### src/rtl/alu_seq.sv
// alu_seq: handshaked WIDTH-bit ALU with registered result and persistent
// flags, carry/borrow chaining, shifts and an iterative shift-add multiplier.
module alu_seq #(
    parameter int WIDTH      = 4,
    parameter bit CMP_SIGNED = 1'b0
) (
    input  logic             clk,
    input  logic             reset,
    input  logic             in_valid,
    output logic             in_ready,
    input  logic [3:0]       opcode,
    input  logic [WIDTH-1:0] a,
    input  logic [WIDTH-1:0] b,
    output logic             out_valid,
    output logic [WIDTH-1:0] result,
    output logic [WIDTH-1:0] result_hi,
    output logic [4:0]       flag,
    output logic             illegal
);

    localparam int CW = $clog2(WIDTH + 1);
    localparam logic [WIDTH:0] WLIM = (WIDTH + 1)'(WIDTH);

    typedef enum logic [3:0] {
        OP_NOP = 4'd0,
        OP_ADD = 4'd1,
        OP_SUB = 4'd2,
        OP_AND = 4'd3,
        OP_OR  = 4'd4,
        OP_XOR = 4'd5,
        OP_CMP = 4'd6,
        OP_ADC = 4'd7,
        OP_SBB = 4'd8,
        OP_SHL = 4'd9,
        OP_SHR = 4'd10,
        OP_MUL = 4'd11,
        OP_CLF = 4'd12
    } op_t;

    typedef enum logic {
        S_IDLE = 1'b0,
        S_MUL  = 1'b1
    } state_t;

    state_t state, state_n;

    logic [2*WIDTH-1:0] acc, acc_n, mcand;
    logic [WIDTH-1:0]   mplier;
    logic [CW-1:0]      count;
    logic               mul_last;

    logic [WIDTH:0]   add_s, adc_s, sbb_rhs, sbb_d;
    logic [WIDTH-1:0] res_d;
    logic [4:0]       flag_d;
    logic             ill_d;
    logic             big_shift;
    logic             lt, gt, eq;

    assign in_ready = (state == S_IDLE);
    assign mul_last = (count == CW'(1));
    assign acc_n    = acc + (mplier[0] ? mcand : '0);

    // Arithmetic building blocks shared by the opcode decoder.
    always_comb begin
        add_s     = {1'b0, a} + {1'b0, b};
        adc_s     = add_s + {{WIDTH{1'b0}}, flag[1]};
        sbb_rhs   = {1'b0, b} + {{WIDTH{1'b0}}, flag[0]};
        sbb_d     = {1'b0, a} - sbb_rhs;
        big_shift = ({1'b0, b} >= WLIM);
        if (CMP_SIGNED) begin
            lt = ($signed(a) < $signed(b));
            gt = ($signed(a) > $signed(b));
        end else begin
            lt = (a < b);
            gt = (a > b);
        end
        eq = (a == b);
    end

    // Single-cycle result, next flags and illegal-opcode detection.
    always_comb begin
        res_d  = '0;
        flag_d = flag;
        ill_d  = 1'b0;
        case (opcode)
            OP_NOP: res_d = '0;
            OP_ADD: begin
                res_d     = add_s[WIDTH-1:0];
                flag_d[1] = add_s[WIDTH];
            end
            OP_SUB: begin
                res_d     = a - b;
                flag_d[0] = (a < b);
            end
            OP_AND: res_d = a & b;
            OP_OR:  res_d = a | b;
            OP_XOR: res_d = a ^ b;
            OP_CMP: flag_d[4:2] = {lt, gt, eq};
            OP_ADC: begin
                res_d     = adc_s[WIDTH-1:0];
                flag_d[1] = adc_s[WIDTH];
            end
            OP_SBB: begin
                res_d     = sbb_d[WIDTH-1:0];
                flag_d[0] = ({1'b0, a} < sbb_rhs);
            end
            OP_SHL: res_d = big_shift ? '0 : (a << b);
            OP_SHR: res_d = big_shift ? '0 : (a >> b);
            OP_MUL: res_d = '0;
            OP_CLF: flag_d = '0;
            default: ill_d = 1'b1;
        endcase
    end

    // Control state register.
    always_ff @(posedge clk or posedge reset) begin
        if (reset) state <= S_IDLE;
        else       state <= state_n;
    end

    // Enter MUL on a multiply accept, leave on the final step.
    always_comb begin
        state_n = state;
        case (state)
            S_IDLE: if (in_valid && opcode == OP_MUL) state_n = S_MUL;
            S_MUL:  if (mul_last) state_n = S_IDLE;
            default: state_n = S_IDLE;
        endcase
    end

    // Result/flag registers and the shift-add multiplier datapath.
    always_ff @(posedge clk or posedge reset) begin
        if (reset) begin
            result    <= '0;
            result_hi <= '0;
            flag      <= '0;
            out_valid <= 1'b0;
            illegal   <= 1'b0;
            acc       <= '0;
            mcand     <= '0;
            mplier    <= '0;
            count     <= '0;
        end else begin
            out_valid <= 1'b0;
            illegal   <= 1'b0;
            if (state == S_MUL) begin
                acc    <= acc_n;
                mcand  <= mcand << 1;
                mplier <= mplier >> 1;
                count  <= count - CW'(1);
                if (mul_last) begin
                    {result_hi, result} <= acc_n;
                    out_valid           <= 1'b1;
                end
            end else if (in_valid) begin
                if (opcode == OP_MUL) begin
                    acc    <= '0;
                    mcand  <= {{WIDTH{1'b0}}, a};
                    mplier <= b;
                    count  <= CW'(WIDTH);
                end else begin
                    result    <= res_d;
                    result_hi <= '0;
                    flag      <= flag_d;
                    illegal   <= ill_d;
                    out_valid <= 1'b1;
                end
            end
        end
    end

endmodule
### config.mk
export PLATFORM = sky130hd
export DESIGN_NAME = alu_seq
export DESIGN_NICKNAME = d
export VERILOG_FILES = /design/src/rtl/alu_seq.sv
export SDC_FILE = /design/constraint.sdc
export NUM_CORES = 1
export LEC_CHECK = 0
export CAP_MARGIN = 0
export CORE_MARGIN = 4
export CORE_UTILIZATION = 52
export CTS_CLUSTER_DIAMETER = 80
export DETAILED_ROUTE_END_ITERATION = 6
export PLACE_DENSITY = 0.74
export SYNTH_ARGS = -nofsm -noshare
export SYNTH_HDL_FRONTEND = slang
export SYNTH_SLANG_ARGS = --single-unit
### constraint.sdc
create_clock -name clk -period 3.75 [get_ports clk]
set_clock_uncertainty 0.15 [all_clocks]
set_input_delay 0.5625 -clock clk [delete_from_list [all_inputs] [get_ports clk]]
set_output_delay 0.5625 -clock clk [all_outputs]
set_load 0.03 [all_outputs]
==> results of run 1 <==
==> synth_stat cells, drive strengths merged <==
cell type   n
a2111oi     1
a211o       2
a211oi      2
a21o        6
a21oi      29
a221oi      1
a22o        1
a22oi       2
a2bb2oi     1
a311o       1
a311oi      1
a31o        2
a31oi       7
a32oi       2
and2        7
and3        1
and4        1
buf         9
clkbuf      6
dfrtp      39
fa          4
ha         29
inv        21
mux2        3
mux2i       5
nand2      51
nand2b      5
nand3      10
nand3b      2
nand4       2
nor2       34
nor2b       5
nor3        6
nor3b       2
o2111ai     1
o21a        1
o21ai      30
o21bai      4
o22ai       2
o31a        1
o31ai       4
o32a        1
or4         1
xnor2       7
xor2       10
==> state kept, by name, summed over array words and instances (netlist names), 3 cells and up <==
| name | cells |
|---|---|
| acc | 8 |
| count | 3 |
| flag | 5 |
| result | 4 |
| mcand | 8 |
| result_hi | 4 |
| mplier | 4 |
==> logic make-up (layout without fill, tap and decap cells) <==
group,Yosys count,after routing,synth area share [%]
and+or+nand+nor,127,127,19.6
AOI/OAI and AO/OA,102,102,20.9
DFF,39,39,32.0
buffers and inverters,36,69,5.25
adders and majority gates,33,33,14.5
xor gates and xnor gates,17,17,4.88
muxes,8,8,2.75
==> cell type report <==
| class | count | area [um2] | area share, % |
|---|---|---|---|
| clock buffers | 6 | 72.6 | 2.06 |
| repair buffers | 40 | 375 | 10.7 |
| multi-input cells | 287 | 1910 | 54.4 |
| clock inverters | 2 | 12.5 | 0.356 |
| flip-flops and latches | 39 | 976 | 27.7 |
| inverters | 21 | 78.8 | 2.24 |
| well taps | 72 | 90.1 | 2.56 |
==> final timing paths <==
| check | endpoint | slack [ns] | depth (start not counted) |
|---|---|---|---|
| worst max-delay path | result[1]$_DFFE_PP0P_ | 0.70 | 9 |
| min in group asynchronous | state$_DFF_PP0_ | 0.53 | 3 |
| worst max register to register | result_hi[2]$_DFFE_PP0P_ | 1.04 | 10 |
| worst min-delay path | count[2]$_DFFE_PP0P_ | 0.33 | 1 |
| worst min register to register | count[2]$_DFFE_PP0P_ | 0.33 | 1 |
| max in group asynchronous | mcand[2]$_DFFE_PP0P_ | 2.57 | 3 |
==> layer usage <==
metal,up-vias,track usage [%]
met4,0,6.04
met3,13,4.51
met2,75,32.2
li1,1328,-
met5,-,0
met1,1264,30.9
==> through the flow <==
| stage | cells | worst slack, ns |
|---|---|---|
| finish | 467 | 0.698 |
| global route | 467 | 0.530 |
| CTS | 467 | 0.723 |
| detailed placement | 459 | 0.436 |
| global placement | 459 | 0.472 |
| floorplan | 362 | 1.10 |
==> power by group <==
part	switching (uW)	internal [uW]
Clock	158	130
Combinational	549	372
Sequential	99.9	568
Total	807	1070
==> results.toml, run 1 <==
[detailed_routing]
met2WireLength_um = 3180
wirelength_um = 7200
postRouteAntennaNets = 0
drc_errors = 0
drt-initial-drc-count = 217
firstDrtPassIters = 5
wl_met1_um = 3450
met3WireLength_um = 442
num_vias = 2680
avgViaCountPerCell = 5.74
wl_per_cell_um = 15.4
highest_layer = "met4"

[timing]
drv_slew = 0
period_share_pct = 81.4
fin_crit_ns = 3.05
fmax_ghz = 0.328
rsz0062_at_grt = "false"
tns_ns = 0
setup_viol = 0
slew-limit-headroom_pct = 54.4
holdWs_ns = 0.331
worst_slew_pin_slew_ns = 0.682
hold_viol_final = 0

[synth]
yosys.cell_types.count = 57
yosys.area.top_type_share_pct = 32.0
synth_area_leader_cell = "dfrtp_1"
avgSynthCellArea_um2 = 8.42
syn_nets = 410
yosysSeqAreaShare_pct = 32.0
synthTopCellsByArea = "dfrtp_1, ha_1, nand2_1"
ys_ff_latch = 39
syn_area_um2 = 3050
yosys_warnings = 0
synthCells = 362

[worst_setup_path]
crit_start = "b[0]"
arrival_ns = 3.09
critPathTopFamily = "adder cells"
r2r-start = "mplier[0]$_DFFE_PP0P_"
start_kind = "input pin"
crit_type = "in2reg"
critPathCaptureType = "flip-flop"
crit_chain = "clkdlybuf4s50_1 > ha_1 > fa_1 > ha_1 > a31oi_1 > a211o_1 > o2111ai_1 > a31oi_1 > a311oi_1"
path_max_fanout = 6
worst-path-buf-inv = 1
crit_slowest_cell = "clkdlybuf4s50_1"
worstPathRequired_ns = 3.79
cpPeakStageDelay_ns = 0.58

[global_route]
grt_max_degree = 40
antenna_found_initial = 0
grt_overflow = 0
grtUsageTotal_pct = 21.3
grt_pass1_vias = 2571
grt_pass1_wl_um = 12300

[clocking]
insertion_delay_ns = 0.30
root_buffer = "clkbuf_8"
ctsHoldBuffers = 0
htreeDepth = 2
clk_pin_slew_ns = 0.08
clockBufferDepth = 2
post-cts-setup-buffers = 0
cts_buffers = 5
cts_tree = "done"
cts.sinks = 39
cts_resized = 0

[hold_path]
hp-start = "count[2]$_DFFE_PP0P_"
hold_path.class = "reg2reg"

[outcome]
status = "complete, no violations"

[cells_and_area]
fill_cells = 512
finalNetCount = 442
drive_above_1_share_pct = 7.59
syn_to_final_growth_pct = 15.4
final_cell_mix = "nand2_1, dfrtp_1, nor2_1"
fin_util_pct = 62.7
final_common_cell = "nand2_1"
antenna_cells = 0
fin_area_um2 = 3520

[floorplanning]
fp-row-count = 27
core-area_um2 = 5610
initial_core_util_pct = 54.4
die_area_um2 = 7150
die_w_um = 84.6
boundaryPins = 31
die_h_um = 84.6

[place]
place_congestion = 0.966
placed_cell_area_um2 = 3430
dp.final_hpwl_um = 5600
io_buffers = 30

[pwr]
peakVddDrop_mv = 0.439
power_density_nw_per_um2 = 534
power.total_uw = 1880
p_leak_uw = 0.00164

[job]
max-cap-violations = 0
(Power assumes the default switching activity.)
==> inputs of run 2 (changes only) <==
Settings changed: PLACE_DENSITY 0.74 to 0.77.
Clock period 3.75 ns to 2.79 ns, I/O delays scaled along.
==> results.toml, run 2 (synthesis gave the netlist of run 1 again) <==
[pwr]
power_density_nw_per_um2 = 721
p_leak_uw = 0.00181
peakVddDrop_mv = 0.536

[clocking]
cts_buffers = 5
post-cts-setup-buffers = 0
clockBufferDepth = 2
htreeDepth = 2
cts_tree = "done"
insertion_delay_ns = 0.31
clk_pin_slew_ns = 0.09
cts.sinks = 39
cts_resized = 0
ctsHoldBuffers = 0
root_buffer = "clkbuf_8"

[worst_setup_path]
path_max_fanout = 3
crit_type = "reg2reg"
arrival_ns = 2.67
crit_slowest_cell = "fa_1"
critPathCaptureType = "flip-flop"
timing.rr.end = "result_hi[2]$_DFFE_PP0P_"
rrSetupSlack_ns = 0.17
cpPeakStageDelay_ns = 0.42
crit_chain = "and2_1 > ha_1 > fa_1 > a21o_1 > a21oi_2 > o21bai_1 > a21oi_1 > xor2_1 > nor2_1 > mux2_2"
start_kind = "flip-flop"
r2r-start = "mcand[0]$_DFFE_PP0P_"
worstPathRequired_ns = 2.84
r2r_cells = 10

[detailed_routing]
wl_per_cell_um = 16.4
drt-initial-drc-count = 202
num_vias = 2779
postRouteAntennaNets = 0
avgViaCountPerCell = 5.65
met2WireLength_um = 3650
met3WireLength_um = 485
firstDrtPassIters = 4
drc_errors = 0
wirelength_um = 8050
wl_met1_um = 3830
highest_layer = "met4"

[timing]
rsz0062_at_grt = "false"
tns_ns = 0
setup_viol = 0
hold_viol_final = 0
fmax_ghz = 0.382
setup_ws_ns = 0.172
drv_slew = 0
slew-limit-headroom_pct = 38.8
worst_slew_pin_slew_ns = 0.919
period_share_pct = 93.8
fin_crit_ns = 2.62

[floorplanning]
fp-row-count = 27
die_h_um = 84.6
die_w_um = 84.6
core-area_um2 = 5610
die_area_um2 = 7150
boundaryPins = 31
initial_core_util_pct = 54.4

[cells_and_area]
final_common_cell = "nand2_1"
antenna_cells = 0
fill_cells = 472
reg.largest.list = "acc: 8 flops, mcand: 8 flops, flag: 5 flops"
syn_to_final_growth_pct = 23.4
drive_above_1_share_pct = 13.8
finalNetCount = 467
final_cell_mix = "nand2_1, dfrtp_1, buf_4"
fin_util_pct = 67.0

[place]
place_congestion = 0.933
post-place-ws_ns = -0.268
dp.final_hpwl_um = 6240
io_buffers = 30

[global_route]
grt_overflow = 0
grt_max_degree = 40
grt_pass1_wl_um = 13300
grt_pass1_vias = 2765
grtUsageTotal_pct = 23.2
antenna_found_initial = 0

[hold_path]
hold_depth = 2
hp-start = "flag[2]$_DFFE_PP0P_"
hold-path-endpoint = "flag[2]$_DFFE_PP0P_"
hold_path.class = "reg2reg"

[outcome]
status = "complete, no violations"

[job]
max-cap-violations = 0
## run 2: cell count changes in the layout (fill, tap and decap cells not counted), sizes merged
cell and change:
clkdlybuf4s50 -2, buf +25, clkinvlp -1, dlymetal6s2s +2, bufinv +1, clkinv +1, clkbuf -1
## run 2: how the worst max path moves through the flow
stage / from / end / slack (ns) / cells after the start
after detailed placement: a[0] / result[1]$_DFFE_PP0P_ / -0.27 / 11
after floorplan: b[0] / result[1]$_DFFE_PP0P_ / 0.28 / 10
final: mcand[0]$_DFFE_PP0P_ / result_hi[2]$_DFFE_PP0P_ / 0.17 / 10
after CTS: a[0] / result[1]$_DFFE_PP0P_ / 0.05 / 11
after global placement: a[0] / result[1]$_DFFE_PP0P_ / -0.23 / 11
after global routing: b[1] / result[1]$_DFFE_PP0P_ / 0.02 / 9
## run 2: critical path: cells and delay by family, from the launching register on
family | cells | cell delay, ns
multiplexers | 1 | 0.26
AO/OA/AOI/OAI | 4 | 0.68
AND/OR/NAND/NOR | 2 | 0.25
XOR/XNOR | 1 | 0.16
adder cells (fa/ha/maj) | 2 | 0.63
flip-flops | 1 | 0.41
## run 2: final cells by class
type / instances / area (um2) / share of cell area [%]
multi-input cells: 287 / 1920 / 51.1
flip-flops and latches: 39 / 976 / 26.0
well taps: 72 / 90.1 / 2.40
repair buffers: 65 / 581 / 15.4
clock buffers: 5 / 68.8 / 1.83
inverters: 21 / 78.8 / 2.10
clock inverters: 3 / 43.8 / 1.16
## run 2: stage by stage
step / cells / power [uW] / area [um2] / hold WS (ns)
6_report: 492 / 2710 / 3760 / 0.330
5_1_grt: 492 / 2880 / 3760 / 0.370
4_1_cts: 492 / 2710 / 3740 / 0.334
3_5_place_dp: 484 / 2220 / 3630 / 0.316
3_3_place_gp: 484 / 2170 / 3630 / 0.306
2_1_floorplan: 362 / 1720 / 3050 / 0.290
## run 2: power by group
part / leakage (uW) / switching [uW] / internal, uW
Sequential: 0.000517 / 141 / 763
Combinational: 0.00123 / 770 / 544
Clock: 0.0000581 / 226 / 267
Total: 0.00181 / 1140 / 1570
## run 2: routing by layer
metal  vias up  GRT usage (%)
met3         7           3.93
li1       1378              -
met1      1321           32.9
met5         -              0
met4         0           5.90
met2        73           37.0
==> inputs of run 3 (changes only) <==
Settings changed: CAP_MARGIN 0 to 10, CORE_MARGIN 4 to 3.
==> results.toml, run 3 (synthesis gave the netlist of run 1 again) <==
[detailed_routing]
drt-initial-drc-count = 247
drc_errors = 0
wirelength_um = 7600
wl_per_cell_um = 15.5
num_vias = 2754
firstDrtPassIters = 5
postRouteAntennaNets = 0
avgViaCountPerCell = 5.60

[clocking]
root_buffer = "clkbuf_8"
insertion_delay_ns = 0.30
clk_pin_slew_ns = 0.09
clockBufferDepth = 2
cts_tree = "done"
cts_buffers = 5
htreeDepth = 2
post-cts-setup-buffers = 0
cts.sinks = 39

[job]
max-cap-violations = 0

[global_route]
grt_overflow = 0
antenna_found_initial = 0
grt_pass1_wl_um = 12500
grtUsageTotal_pct = 23.9
grt_max_degree = 40
grt_pass1_vias = 2599

[timing]
rsz0062_at_grt = "false"
setup_viol = 0
tns_ns = 0
worst_slew_pin_slew_ns = 0.954
holdWs_ns = 0.327
hold_viol_final = 0
period_share_pct = 93.9
fin_crit_ns = 2.62
fmax_ghz = 0.382
slew-limit-headroom_pct = 36.4
drv_slew = 0

[floorplanning]
fp-row-count = 27
die_h_um = 82.6
initial_core_util_pct = 54.7
die_area_um2 = 6820
boundaryPins = 31
core-area_um2 = 5570
die_w_um = 82.6

[place]
place_congestion = 0.947
dp.final_hpwl_um = 5990
placed_cell_area_um2 = 3620
io_buffers = 30

[cells_and_area]
fin_util_pct = 67.1
fin_area_um2 = 3740
final_common_cell = "nand2_1"
syn_to_final_growth_pct = 22.7
reg.largest.list = "acc: 8 flops, mcand: 8 flops, flag: 5 flops"
finalNetCount = 467
drive_above_1_share_pct = 13.6
final_cell_mix = "nand2_1, dfrtp_1, buf_4"
antenna_cells = 0

[worst_setup_path]
start_kind = "input pin"
path_max_fanout = 5
crit_slowest_cell = "clkdlybuf4s50_1"
crit_chain = "clkdlybuf4s50_1 > inv_1 > ha_1 > a21oi_1 > nor2_1 > nor2_1 > xor2_1 > xnor2_1 > a2bb2oi_1 > a21oi_1"
critPathCaptureType = "flip-flop"
worstPathRequired_ns = 2.83
cpPeakStageDelay_ns = 0.64
crit_type = "in2reg"
r2r_cells = 10
arrival_ns = 2.66

[pwr]
peakVddDrop_mv = 0.477
power_density_nw_per_um2 = 716
p_leak_uw = 0.00180
power.total_uw = 2680

[hold_path]
hold_depth = 2
hold_path.class = "reg2reg"

[outcome]
status = "complete, no violations"
## run 3: cell counts in the layout (fill, tap and decap cells not counted)
No cell type changed its count.
## run 3: path summary, 6_finish.rpt
check / slack, ns / startpoint / endpoint
worst max register to register: 0.22 / mcand[0]$_DFFE_PP0P_ / result_hi[2]$_DFFE_PP0P_
max in group asynchronous: 1.76 / reset / mcand[2]$_DFFE_PP0P_
worst min-delay path: 0.33 / flag[2]$_DFFE_PP0P_ / flag[2]$_DFFE_PP0P_
min in group asynchronous: 0.38 / reset / count[0]$_DFFE_PP0P_
worst min register to register: 0.33 / flag[2]$_DFFE_PP0P_ / flag[2]$_DFFE_PP0P_
worst max-delay path: 0.17 / a[1] / result[3]$_DFFE_PP0P_
## run 3: critical path, delay by kind of cell
kind / cells / cell delay, ns
xor+xnor: 2 / 0.45
buf+inv: 2 / 0.74
compound gates: 3 / 0.52
fa+ha+maj: 1 / 0.32
simple gates: 2 / 0.22
## run 3: area by class of cell
class | count | area [um2]
clock buffers | 5 | 68.8
clock inverters | 3 | 43.8
fillers | 468 | 1830
inverters | 21 | 78.8
multi-input cells | 287 | 1920
flip-flops and latches | 39 | 976
well taps | 72 | 90.1
repair buffers | 65 | 568
## run 3: what timing repair did
item	4_1_cts	5_1_grt
setup endpoints to repair	0	4
gates resized for setup	0	3
hold buffers	0	0
## run 3: metrics by stage
stage,std cells,setup slack [ns]
after CTS,492,0.0201
after global placement,484,-0.225
after floorplan,362,0.283
after detailed placement,484,-0.289
final,492,0.171
after global routing,492,0.0294
## run 3: metal layers
layer / vias to the layer above / routed length [um] / global-route usage, %
li1: 1375 / - / -
met1: 1273 / 3610 / 35.2
met4: 0 / 76 / 4.41
met2: 99 / 3410 / 37.4
met5: - / 0 / 0
met3: 7 / 504 / 3.69
## run 3: power by group
group,switching [uW],internal [uW]
Clock,214,266
Sequential,134,763
Combinational,764,537
